<file path="src/rtl/pu_riscv_htif_pkg.sv">
// Purpose: shared types and constants for the multi-hart HTIF host controller.
// Latency: n/a (package only).
// Backpressure: n/a (package only).
package pu_riscv_htif_pkg;

  // Per-hart channel state.
  typedef enum logic [2:0] {
    WAIT   = 3'd0,
    READ   = 3'd1,
    EVAL   = 3'd2,
    WRITE  = 3'd3,
    EXITED = 3'd4
  } htif_state_e;

  // tohost bit that marks an exit request (code lives in the bits above it).
  localparam int EXIT_BIT = 0;
  // fromhost bit set when acknowledging a serviced command.
  localparam int ACK_BIT  = 0;

endpackage

</file>
<file path="src/rtl/pu_riscv_htif_channel.sv">
// Purpose: one hart's HTIF poll/service FSM with poll counter and command counter.
// Latency: READ starts POLL_CYCLES cycles after entering WAIT; EVAL is one cycle.
// Backpressure: req/we/fromhost held until ack; freeze parks the FSM in WAIT.
// Ports: clk/rstn; freeze (watchdog expired); csr_req/csr_ack/csr_we/csr_tohost/
//        csr_fromhost CSR handshake; exited + exit_code result; cmd_count counter.
module pu_riscv_htif_channel
  import pu_riscv_htif_pkg::*;
#(
  parameter int XLEN        = 32,
  parameter int POLL_CYCLES = 16
) (
  input  logic              clk,
  input  logic              rstn,
  input  logic              freeze,
  output logic              csr_req,
  input  logic              csr_ack,
  output logic              csr_we,
  input  logic [XLEN-1:0]   csr_tohost,
  output logic [XLEN-1:0]   csr_fromhost,
  output logic              exited,
  output logic [XLEN-2:0]   exit_code,
  output logic [15:0]       cmd_count
);

  localparam int PW = (POLL_CYCLES > 1) ? $clog2(POLL_CYCLES) : 1;

  htif_state_e     state_q, state_d;
  logic [PW-1:0]   poll_q, poll_d;
  logic [XLEN-1:0] cap_q, cap_d;
  logic [XLEN-2:0] code_q, code_d;
  logic [15:0]     cnt_q, cnt_d;

  always_ff @(posedge clk or negedge rstn) begin
    if (!rstn) begin
      state_q <= WAIT;
      poll_q  <= '0;
      cap_q   <= '0;
      code_q  <= '0;
      cnt_q   <= '0;
    end else begin
      state_q <= state_d;
      poll_q  <= poll_d;
      cap_q   <= cap_d;
      code_q  <= code_d;
      cnt_q   <= cnt_d;
    end
  end

  always_comb begin
    state_d = state_q;
    poll_d  = poll_q;
    cap_d   = cap_q;
    code_d  = code_q;
    cnt_d   = cnt_q;
    case (state_q)
      WAIT: begin
        // A frozen channel never polls again.
        if (!freeze) begin
          if (poll_q == PW'(POLL_CYCLES - 1)) begin
            poll_d  = '0;
            state_d = READ;
          end else begin
            poll_d = poll_q + 1'b1;
          end
        end
      end
      READ: begin
        if (csr_ack) begin
          cap_d   = csr_tohost;
          state_d = EVAL;
        end
      end
      EVAL: begin
        if (cap_q == '0) begin
          state_d = WAIT;
        end else if (cap_q[EXIT_BIT]) begin
          // Exit is recorded even if the watchdog fires this cycle.
          code_d  = cap_q[XLEN-1:1];
          state_d = EXITED;
        end else if (freeze) begin
          // No handshake is open yet, so a pending command is simply dropped.
          state_d = WAIT;
        end else begin
          state_d = WRITE;
        end
      end
      WRITE: begin
        if (csr_ack) begin
          if (cnt_q != 16'hFFFF) cnt_d = cnt_q + 16'd1;
          state_d = WAIT;
        end
      end
      EXITED:  state_d = EXITED;
      default: state_d = WAIT;
    endcase
  end

  always_comb begin
    csr_req      = (state_q == READ) || (state_q == WRITE);
    csr_we       = (state_q == WRITE);
    csr_fromhost = '0;
    if (state_q == WRITE) begin
      csr_fromhost          = cap_q;
      csr_fromhost[ACK_BIT] = 1'b1;
    end
  end

  assign exited    = (state_q == EXITED);
  assign exit_code = code_q;
  assign cmd_count = cnt_q;

endmodule

</file>
<file path="src/rtl/pu_riscv_htif_mc.sv">
// Purpose: multi-hart HTIF host: per-hart channels plus watchdog and pass/fail summary.
// Latency: done one cycle after the last exit or after the watchdog hits its limit.
// Backpressure: each channel holds its CSR request until acked; channels independent.
// Ports: clk/rstn; host_csr_* per-hart packed CSR handshake; done/pass/fail_hart/
//        fail_code/wdog_expired summary; cmd_count per-hart 16-bit counters.
module pu_riscv_htif_mc
  import pu_riscv_htif_pkg::*;
#(
  parameter int XLEN        = 32,
  parameter int HARTS       = 2,
  parameter int POLL_CYCLES = 16,
  parameter int WDOG_LIMIT  = 200000
) (
  input  logic                     clk,
  input  logic                     rstn,
  output logic [HARTS-1:0]         host_csr_req,
  input  logic [HARTS-1:0]         host_csr_ack,
  output logic [HARTS-1:0]         host_csr_we,
  input  logic [HARTS*XLEN-1:0]    host_csr_tohost,
  output logic [HARTS*XLEN-1:0]    host_csr_fromhost,
  output logic                     done,
  output logic                     pass,
  output logic [((HARTS > 1) ? $clog2(HARTS) : 1)-1:0] fail_hart,
  output logic [XLEN-2:0]          fail_code,
  output logic                     wdog_expired,
  output logic [HARTS*16-1:0]      cmd_count
);

  localparam int HW = (HARTS > 1) ? $clog2(HARTS) : 1;
  localparam int WW = $clog2(WDOG_LIMIT + 1);

  logic [HARTS-1:0] exited;
  logic [XLEN-2:0]  codes [HARTS];

  logic [WW-1:0] wdog_q, wdog_d;
  logic          wexp_q, wexp_d;
  logic          done_q, done_d;
  logic          wdog_hit;
  logic          any_fail;

  for (genvar g = 0; g < HARTS; g++) begin : g_ch
    pu_riscv_htif_channel #(
      .XLEN        (XLEN),
      .POLL_CYCLES (POLL_CYCLES)
    ) u_ch (
      .clk          (clk),
      .rstn         (rstn),
      .freeze       (wexp_q),
      .csr_req      (host_csr_req[g]),
      .csr_ack      (host_csr_ack[g]),
      .csr_we       (host_csr_we[g]),
      .csr_tohost   (host_csr_tohost[g*XLEN +: XLEN]),
      .csr_fromhost (host_csr_fromhost[g*XLEN +: XLEN]),
      .exited       (exited[g]),
      .exit_code    (codes[g]),
      .cmd_count    (cmd_count[g*16 +: 16])
    );
  end

  always_ff @(posedge clk or negedge rstn) begin
    if (!rstn) begin
      wdog_q <= '0;
      wexp_q <= 1'b0;
      done_q <= 1'b0;
    end else begin
      wdog_q <= wdog_d;
      wexp_q <= wexp_d;
      done_q <= done_d;
    end
  end

  always_comb begin
    wdog_hit = (wdog_q == WW'(WDOG_LIMIT));
    wdog_d   = wdog_q;
    if (!done_q && !wdog_hit) wdog_d = wdog_q + 1'b1;
    wexp_d = wexp_q | wdog_hit;
    done_d = done_q | (&exited) | wdog_hit;
  end

  // Descending scan so the lowest failing hart is the one left standing.
  always_comb begin
    fail_hart = '0;
    fail_code = '0;
    any_fail  = 1'b0;
    for (int h = HARTS - 1; h >= 0; h--) begin
      if (codes[h] != '0) begin
        fail_hart = HW'(h);
        fail_code = codes[h];
        any_fail  = 1'b1;
      end
    end
  end

  assign done         = done_q;
  assign wdog_expired = wexp_q;
  assign pass         = done_q & ~wexp_q & ~any_fail;

endmodule

</file>
<file path="config.mk">
export PLATFORM = sky130hd
export DESIGN_NAME = pu_riscv_htif_mc
export DESIGN_NICKNAME = d
export VERILOG_FILES = /design/src/rtl/pu_riscv_htif_pkg.sv /design/src/rtl/pu_riscv_htif_channel.sv /design/src/rtl/pu_riscv_htif_mc.sv
export SDC_FILE = /design/constraint.sdc
export NUM_CORES = 1
export LEC_CHECK = 0
export ABC_AREA = 1
export CELL_PAD_IN_SITES_DETAIL_PLACEMENT = 0
export CELL_PAD_IN_SITES_GLOBAL_PLACEMENT = 2
export CORE_ASPECT_RATIO = 1.5
export CORE_MARGIN = 3
export CORE_UTILIZATION = 29
export DETAILED_ROUTE_END_ITERATION = 12
export PLACE_DENSITY_LB_ADDON = 0.05
export REMOVE_ABC_BUFFERS = 1
export SLEW_MARGIN = 25
export SYNTH_ARGS = -nofsm -noshare
export SYNTH_HDL_FRONTEND = slang
export SYNTH_SLANG_ARGS = --single-unit
</file>
<file path="constraint.sdc">
create_clock -name clk -period 2.1 [get_ports clk]
set_clock_uncertainty 0.2 [all_clocks]
set_input_delay 0.315 -clock clk [delete_from_list [all_inputs] [get_ports clk]]
set_output_delay 0.315 -clock clk [all_outputs]
set_load 0.01 [all_outputs]
</file>
==> reports/metrics.csv <==
metric;value;unit
outcome;complete, but fails checks;
violated checks;setup timing;
Initial Util;29.7;%
Synth Warn #;0;
pwr dens;1200;mW/mm²
PnR worst setup slack;-0.501;ns
Layout Area Growth over Synthesis;51.6;%
H-tree depth;4;
Worst-Margin Slew;0.565;ns
setup slack, reg-to-reg;0.06;ns
post-synthesis cell type count;31;
die outline width;154;µm
register bit total from synthesis;192;
Port Buf Inserts;202;
Syn Area/Cell;7.64;µm²
worst r2r dst;g_ch[1].u_ch.cmd_count[6]$_DFFE_PN0P_;
io pins;203;
total number of vias;8954;
All-Layer GR Usage;19.1;%
drt drc;0;
first-pass GRT wire length;52.3;mm
register area share after synthesis;50.2;%
Post-Syn Area;0.00958;mm²
period utilisation layout;124;%
share of layout cells above drive strength 1;26.4;%
Pleak;7.10;nW
critical path class;reg2out;
CP arrival;2.09;ns
FF-to-FF Start;g_ch[1].u_ch.state_q[2]$_DFFE_PN0P_;
Die H;229;µm
Post-Synthesis Cells;1254;
clk buf depth;2;
Via density;4.46;
final cell count without fillers;2009;
DR iter-0 viols;354;
detailed placer's ending HPWL;24.5;mm
Hold Vio Cnt, Final;0;
die area;0.0353;mm²
RSZ-0062 raised after global routing;true;
vias in the first global route;9334;
Post-Route WL;33.4;mm
clk slew on worst S/H paths;0.07;ns
Req. time, crit path;1.58;ns
wire length per cell;16.6;µm
Pwr Total;17.4;mW
Achievable Freq;0.384;GHz
DP Cell Count;1938;
core area;0.0322;mm²
Setup violations, final;66;
Rel. slew slack;62.3;%
Worst Hold Class;in2async;
Core Rows;80;
Placer Congestion;0.798;
fin nets;1660;
Core Util, Final;45.1;%
crit-path max FO;5;
crit path launch type;register;
antenna-violating nets left;0;
Min Clock Period, post-route;2.60;ns
largest net degree at the start of global routing;64;
most frequent cells in the layout;nand2_1, dfrtp_1, nor2_1, inv_1, buf_4;
total clock sinks;192;
grt total ovfl;0;
CTS Buf Count;17;
Reg2Reg Depth;11;
CTS tree;done;
commonest non-fill, non-tap cell in the layout;nand2_1;
Skew-Pair Late Insertion Delay;0.45;ns
CP Capture Type;primary output;
Pins Over Slew Limit;0;
root buf cell;clkbuf_16;
Max Cap Viol;0;
peak supply drop;0.483;mV
Detailed Routing Iterations Pass 1;4;
initial antenna violation count;2;
what timing repair did:
action | 4_1_cts | 5_1_grt
pin swaps | 15 | 14
buffers inserted | 21 | 14
endpoints found under the hold margin | 49 | 0
gates resized for setup | 528 | 139
cloned | 6 | 2
hold buffers | 1 | 0
endpoints found under the setup margin | 101 | 116
worst max-delay path, stage by stage (launching register included):
cell and delay [ns]:
dfrtp_1 0.39, inv_2 0.06, nand4_1 0.11, nor2_2 0.16
nand3_2 0.14, nor2_4 0.22, buf_6 0.15, buf_6 0.11
buf_6 0.09, nand2_2 0.03, nand2_1 0.05, buf_2 0.12
registers in the layout, summed over array words and instances (netlist names):
register,flops
done,1
g_ch.u_ch.cap_q,64
g_ch.u_ch.cmd_count,32
g_ch.u_ch.exit_code,62
g_ch.u_ch.poll_q,8
g_ch.u_ch.state_q,6
wdog_expired,1
wdog_q,18
worst max-delay path by stage:
| stage | startpoint | end | slack [ns] | cells after the start |
|---|---|---|---|---|
| floorplan | g_ch[0].u_ch.state_q[2]$_DFFE_PN0P_ | g_ch[0].u_ch.cap_q[0]$_DFFE_PN0P_ | -0.52 | 3 |
| global placement | g_ch[0].u_ch.exit_code[12]$_DFFE_PN0P_ | fail_code[26] | -0.56 | 7 |
| detailed placement | g_ch[0].u_ch.exit_code[12]$_DFFE_PN0P_ | fail_code[26] | -0.56 | 7 |
| CTS | g_ch[0].u_ch.exit_code[15]$_DFFE_PN0P_ | fail_code[24] | -0.57 | 9 |
| global route | g_ch[0].u_ch.exit_code[23]$_DFFE_PN0P_ | fail_code[3] | -0.65 | 11 |
| finish | g_ch[0].u_ch.exit_code[20]$_DFFE_PN0P_ | fail_code[0] | -0.50 | 11 |
where the power goes:
group	switching (mW)	internal, mW	total, mW
combinational	4.36	3.57	7.94
sequential	0.925	5.14	6.07
clock	1.48	1.96	3.44
metrics by stage:
stage | setup WS [ns] | hold slack (ns) | TNS (ns) | area (µm²)
floorplan | -0.525 | -0.181 | -50.12 | 9330
global placement | -0.564 | 0.152 | -16.64 | 12900
detailed placement | -0.562 | 0.146 | -16.51 | 12900
CTS | -0.567 | 0.207 | -20.51 | 13900
global route | -0.645 | 0.228 | -23.54 | 14500
finish | -0.501 | 0.208 | -15.81 | 14500
synthesized netlist by cell type:
cell / count / share of area [%]
nand2_1: 333 / 13
nor2_1: 225 / 8.8
dfrtp_1: 192 / 50
inv_1: 149 / 5.8
o21ai_0: 80 / 4.2
a21oi_1: 70 / 3.7
nand3_1: 37 / 1.9
clkbuf_1: 30 / 1.2
xor2_1: 23 / 2.1
nor3_1: 19 / 0.99
nand4_1: 17 / 1.1
xnor2_1: 15 / 1.4
buf_4: 7 / 0.55
ha_1: 6 / 0.78
buf_2: 5 / 0.26
buf_6: 5 / 0.59
o21ai_1: 5 / 0.26
o21ai_2: 5 / 0.46
inv_2: 4 / 0.16
nand3b_1: 4 / 0.31
nor2_4: 4 / 0.47
mux2_2: 3 / 0.35
nand2_2: 3 / 0.20
nand2_4: 3 / 0.35
nor4_1: 3 / 0.20
nor2_2: 2 / 0.13
inv_4: 1 / 0.065
nand3_2: 1 / 0.10
nor3_2: 1 / 0.10
nor3_4: 1 / 0.17
o21a_1: 1 / 0.078
area by class of cell:
type	count	area, µm²
well taps	410	513
diodes	1	2.50
inverters	154	602
repair buffers	360	3470
clock inverters	9	133
fillers	3287	17700
multi-input cells	861	4520
clock buffers	22	474
flip-flops and latches	192	4810
cell families after synthesis:
group           after synthesis  share of synthesized area [%]
compound gates              161                           8.64
xor+xnor                     38                           3.48
fa+ha+maj                     6                          0.784
buf+inv                     201                           8.64
flops                       192                           50.2
mux                           3                          0.353
simple gates                653                           27.9
per-layer routing:
| layer | track usage, % | wire [µm] | up-vias |
|---|---|---|---|
| li1 | - | - | 4553 |
| met5 | 0 | 20 | - |
| met3 | 3.67 | 1180 | 28 |
| met2 | 36.1 | 18500 | 158 |
| met1 | 21.6 | 13200 | 4213 |
| met4 | 5.30 | 530 | 2 |
Note: power is estimated with default switching activity, not from simulation.
